--- config.mk ---
export PLATFORM = sky130hd
export DESIGN_NAME = alu_arbiter
export DESIGN_NICKNAME = d
export VERILOG_FILES = /design/src/rtl/alu_arbiter.sv
export SDC_FILE = /design/constraint.sdc
export NUM_CORES = 1
export LEC_CHECK = 0
export ABC_CLOCK_PERIOD_IN_PS = 2000
export CAP_MARGIN = 30
export CORE_AREA = 2 2 115 117
export CTS_BUF_LIST = sky130_fd_sc_hd__clkbuf_8
export CTS_CLUSTER_SIZE = 10
export DETAILED_ROUTE_END_ITERATION = 8
export DIE_AREA = 0 0 117 119
export PLACE_DENSITY = 0.52
export SLEW_MARGIN = 20
export SYNTH_ARGS = -nofsm -noshare
export SYNTH_HDL_FRONTEND = slang
export SYNTH_SLANG_ARGS = --single-unit
export TNS_END_PERCENT = 1
--- constraint.sdc ---
create_clock -name clk -period 2 [get_ports clk]
set_input_delay 0.2 -clock clk [delete_from_list [all_inputs] [get_ports clk]]
set_output_delay 0.2 -clock clk [all_outputs]
set_load 0.05 [all_outputs]
--- src/rtl/alu_arbiter.sv ---
// Purpose : shares one ALU between two requesters; round-robin on ties, or fixed priority to req0 when ALU_ARB_FIXED_PRIO_EN is defined.
// Latency : rspN_valid pulses in the cycle after edge E0+ALU_LATENCY+1 (E0 = acceptance edge); issue interval is ALU_LATENCY+2.
// Backpressure: reqN_ready only in IDLE for the arbitration winner; responses have no backpressure and must be sampled on rspN_valid.
module alu_arbiter #(
    parameter int         reg_width   = 12,
    parameter int         ALU_LATENCY = 1,
    parameter logic [2:0] IDLE_OP     = 3'b000
) (
    input  logic                 clk,
    input  logic                 reset,
    input  logic                 req0_valid,
    output logic                 req0_ready,
    input  logic [2:0]           req0_op,
    input  logic [reg_width-1:0] req0_ac,
    input  logic [reg_width-1:0] req0_bus,
    output logic                 rsp0_valid,
    output logic [reg_width-1:0] rsp0_result,
    input  logic                 req1_valid,
    output logic                 req1_ready,
    input  logic [2:0]           req1_op,
    input  logic [reg_width-1:0] req1_ac,
    input  logic [reg_width-1:0] req1_bus,
    output logic                 rsp1_valid,
    output logic [reg_width-1:0] rsp1_result,
    output logic [2:0]           alu_op,
    output logic [reg_width-1:0] alu_ac,
    output logic [reg_width-1:0] alu_bus,
    input  logic [reg_width-1:0] alu_result,
    output logic                 busy
);

    typedef enum logic [1:0] {
        IDLE    = 2'd0,
        EXEC    = 2'd1,
        CAPTURE = 2'd2
    } state_t;

    // EXEC lasts ALU_LATENCY cycles: the counter is loaded with one less and leaves EXEC on zero.
    localparam logic [3:0] CNT_LOAD = 4'(ALU_LATENCY - 1);

    state_t               state_q;
    state_t               state_d;
    logic [3:0]           cnt_q;
    logic                 grant_q;
    logic                 pick1;
    logic                 arb_open;
    logic                 accept;
    logic [2:0]           win_op;
    logic [reg_width-1:0] win_ac;
    logic [reg_width-1:0] win_bus;
`ifndef ALU_ARB_FIXED_PRIO_EN
    logic                 last_grant_q;
`endif

    // Arbitration: choose requester 1 only when it alone is valid or it is its turn on a tie.
    always_comb begin
        pick1 = 1'b0;
`ifdef ALU_ARB_FIXED_PRIO_EN
        pick1 = req1_valid && !req0_valid;
`else
        if (req0_valid && req1_valid) begin
            pick1 = !last_grant_q;
        end else begin
            pick1 = req1_valid;
        end
`endif
    end

    // Ready is combinational, only in IDLE and never while reset is held low.
    assign arb_open   = (state_q == IDLE) && reset;
    assign req0_ready = arb_open && req0_valid && !pick1;
    assign req1_ready = arb_open && req1_valid && pick1;
    assign accept     = req0_ready || req1_ready;
    assign win_op     = pick1 ? req1_op  : req0_op;
    assign win_ac     = pick1 ? req1_ac  : req0_ac;
    assign win_bus    = pick1 ? req1_bus : req0_bus;
    assign busy       = (state_q != IDLE);

    // State register.
    always_ff @(posedge clk or negedge reset) begin
        if (!reset) begin
            state_q <= IDLE;
        end else begin
            state_q <= state_d;
        end
    end

    // Next-state: IDLE -> EXEC on accept, EXEC -> CAPTURE when the count expires, CAPTURE -> IDLE.
    always_comb begin
        state_d = state_q;
        case (state_q)
            IDLE:    if (accept) state_d = EXEC;
            EXEC:    if (cnt_q == 4'd0) state_d = CAPTURE;
            CAPTURE: state_d = IDLE;
            default: state_d = IDLE;
        endcase
    end

    // Datapath: latch the winner onto the ALU inputs, count latency, return the result to the issuer.
    always_ff @(posedge clk or negedge reset) begin
        if (!reset) begin
            cnt_q        <= 4'd0;
            grant_q      <= 1'b0;
            alu_op       <= IDLE_OP;
            alu_ac       <= '0;
            alu_bus      <= '0;
            rsp0_valid   <= 1'b0;
            rsp1_valid   <= 1'b0;
            rsp0_result  <= '0;
            rsp1_result  <= '0;
`ifndef ALU_ARB_FIXED_PRIO_EN
            last_grant_q <= 1'b1;
`endif
        end else begin
            rsp0_valid <= 1'b0;
            rsp1_valid <= 1'b0;
            case (state_q)
                IDLE: begin
                    if (accept) begin
                        alu_op       <= win_op;
                        alu_ac       <= win_ac;
                        alu_bus      <= win_bus;
                        grant_q      <= pick1;
                        cnt_q        <= CNT_LOAD;
`ifndef ALU_ARB_FIXED_PRIO_EN
                        last_grant_q <= pick1;
`endif
                    end
                end
                EXEC: begin
                    if (cnt_q != 4'd0) cnt_q <= cnt_q - 4'd1;
                end
                CAPTURE: begin
                    // Acceptance is impossible here (ready is low), so the ALU inputs always idle after capture.
                    if (grant_q) begin
                        rsp1_result <= alu_result;
                        rsp1_valid  <= 1'b1;
                    end else begin
                        rsp0_result <= alu_result;
                        rsp0_valid  <= 1'b1;
                    end
                    alu_op  <= IDLE_OP;
                    alu_ac  <= '0;
                    alu_bus <= '0;
                end
                default: ;
            endcase
        end
    end

endmodule

==> summary.md <==
| Metric | Value |
|---|---|
| Outcome | `finished clean` |
| Worst R2R Path Depth | `5` |
| Detailed Route WL | `7460 µm` |
| Die width | `around 120 µm` |
| Number of synthesized register bits | `61` |
| Initial Util | `roughly 22%` |
| Clock Tree Root | `clkbuf_8` |
| Worst path arrival time | `roughly 1.6 ns` |
| Vias in the first global route | `2378` |
| Cell Area, Synth | `2860 µm²` |
| F_max | `0.561 GHz` |
| Core area | `12900 µm²` |
| Worst hold path class | `in -> async` |
| CTS tree | `yes` |
| Ant diodes | `0` |
| Remaining DRCs | `0` |
| I/O pin count | `around 130` |
| Synth Net Count | `approximately 310` |
| Max Cap Viol | `0` |
| RSZ-0062 raised after global routing | `no` |
| Critical Path RT | `between 1.5 and 2 ns` |
| Slack of the critical path | `between 0.2 and 0.25 ns` |
| Final Skew | `roughly 0.006 ns` |
| Layout area overhead | `59.5%` |
| Leakage | `~2 nW` |
| Rows | `42` |
| Tot GR Track Use | `between 10% and 20%` |
| Worst r2r dst | `cnt_q[0]` |
| Final Critical Period | `1.78 ns` |
| Final setup fails | `0` |
| Vert. Die Dim | `~120 µm` |
| Gr ovfl total | `0` |
| Largest net degree at the start of global routing | `~60` |
| Critical R2R Launch | `cnt_q[0]` |
| Worst-Skew Late Latency | `~0.33 ns` |
| Worst setup SP type | `flop` |
| Routability Congestion | `roughly 0.69` |
| Setup TNS | `0 ns` |
| Die area | `approximately 14000 µm²` |
| Worst Path Max Fanout | `11` |
| Max-slew violations | `0` |
| PortBufs | `125` |
| CTS Buffer Depth | `2` |
| Drt first pass iters | `4` |
| Pwr Density | `between 1500 and 2000 nW/µm²` |
| Max_slew headroom | `a little under half` |
| Ys flop type | `dfrtp_1` |
| CTS Sinks | `61` |
| Synth Instances | `~230` |
| Pre-CTS setup slack | `~0.26 ns` |
| Asr flop ratio synth | `100%` |
| Hold slack | `0.411 ns` |
| Cell taking the most area after synthesis | `dfrtp_1` |
| Synthesized area per cell | `12.2 µm²` |
| Synth top area share | `a little over half` |
| Clock transition at path regs | `about 0.070 ns` |
| Antenna violations before repair | `0` |
| First-pass GRT wire length | `about 12000 µm` |
| Post-DP HPWL | `approximately 5300 µm` |
| Worst Setup End Kind | `output pin` |
| Total number of yosys warnings | `0` |
| Iter 0 DRT Violations | `56` |
| Filler cells | `1297` |
| Final nets | `roughly 440` |
| Post-route ant nets | `0` |
| CTS buffer count | `9` |
| Hold Vio Cnt, Final | `0` |
| Layout cells sized above 1 | `13.6%` |
| Crit Path Class | `reg -> out` |
| Seq/Total Area, Yosys | `a little over half` |
| EDFF count, synth | `0` |
| Vias per inst | `4.14` |
| Slew @ Worst Pin | `0.805 ns` |
| Final routed wire length divided by cell count | `around 14 µm` |
| Maximum VDD drop | `0.000688 V` |
| H-Tree Depth | `3` |
| R2R Setup Slk | `a little over 0.3 ns` |
| Synth cell types | `35` |
| Via count | `around 2300` |
| Top cells by area, synth | `dfrtp_1 (53%), mux2i_1 (14%), nand2_1 (5.1%), mux2_4 (4.7%), mux2_1 (3.5%)` |
| Final worst path period share | `between 80% and 90%` |
-- metal layers --
layer  vias up  wire [µm]  global-route usage, %
met5         -          0                      0
met4         0         65                   3.60
met3         5        494                   3.82
met2        85       3560                   18.0
met1      1094       3340                   14.4
li1       1072          -                      -
-- placed cells by master (no fill, tap or decap), drive strengths merged, types with 4 or more instances in the layout --
master	netlist	final
nor2	5	5
buf	13	11
clkbuf	2	9
inv	7	9
mux2i	39	39
dfrtp	60	60
a311oi	9	9
o22ai	4	4
mux2	24	24
nand2	40	40
bufinv	0	4
a21oi	11	11
clkdlybuf4s50	0	121
-- state kept, by name, summed over array words and instances, names as in the netlist --
name / cells
rsp0_valid: 1
grant_q: 1
alu_op: 3
alu_ac: 12
rsp1_valid: 1
cnt_q: 4
alu_bus: 12
rsp1_result: 12
rsp0_result: 12
state_q: 2
last_grant_q: 1
-- per-stage QoR --
stage | area, µm² | power (mW) | utilization (%) | std cells
2_1_floorplan | 2860 | 5.45 | - | 234
3_3_place_gp | 4290 | 7.00 | 33.3 | 528
3_5_place_dp | 4290 | 7.04 | 33.3 | 528
4_1_cts | 4560 | 8.54 | 35.4 | 545
5_1_grt | 4560 | 8.91 | 35.4 | 545
6_report | 4560 | 8.43 | 35.4 | 545
-- timing repair --
action	CTS	global route
endpoints found under the hold margin	1	0
endpoints found under the setup margin	1	0
resized for setup	1	0
hold buffers	1	0
buffers inserted	0	0
-- worst max-delay path by stage --
stage	slack, ns	start	to
2_1_floorplan	0.32	last_grant_q	req0_ready
4_1_cts	0.19	state_q[1]	busy
6_report	0.22	state_q[1]	busy
3_5_place_dp	0.26	req1_valid	alu_ac[6]
5_1_grt	0.12	state_q[1]	busy
3_3_place_gp	0.30	state_q[1]	busy
-- cells by family after synthesis --
group | Yosys count | synth area share, %
simple gates | 58 | 9.55
buf+inv | 22 | 4.99
flops | 61 | 53.5
fa+ha+maj | 1 | 0.438
compound gates | 29 | 7.23
mux | 63 | 24.3
-- cell usage after synthesis, types with 2 or more instances --
cell      number
a21oi_1       11
a311oi_1       7
a311oi_2       2
and2_1         2
buf_2          3
buf_4          5
buf_6          5
clkbuf_1       2
dfrtp_1       60
inv_1          7
mux2_1         9
mux2_2         6
mux2_4         9
mux2i_1       39
nand2_1       39
nor2_1         4
nor3_1         2
o21ai_0        2
o22ai_1        4
-- layout make-up --
type,count,area [µm²],share of cell area (%)
sequential,61,1530,33.5
clock buffer,9,124,2.72
tap,176,220,4.83
clock inverter,7,138,3.02
inverter,7,26.3,0.577
timing repair buffer,134,1340,29.3
multi-input combinational,151,1190,26.0
-- worst max-delay path: stages, from the launching register on --
cell and delay, ns:
dfrtp_1 0.49, or2_2 0.33, dlygate4sd2_1 0.42
-- power by group --
group	internal [mW]	total [mW]	leakage (nW)	switching, mW
Sequential	1.86	2.25	0.737	0.393
Combinational	1.79	4.72	1.12	2.93
Clock	0.952	1.46	0.135	0.510
No activity file was read; power rests on OpenSTA's default activity.
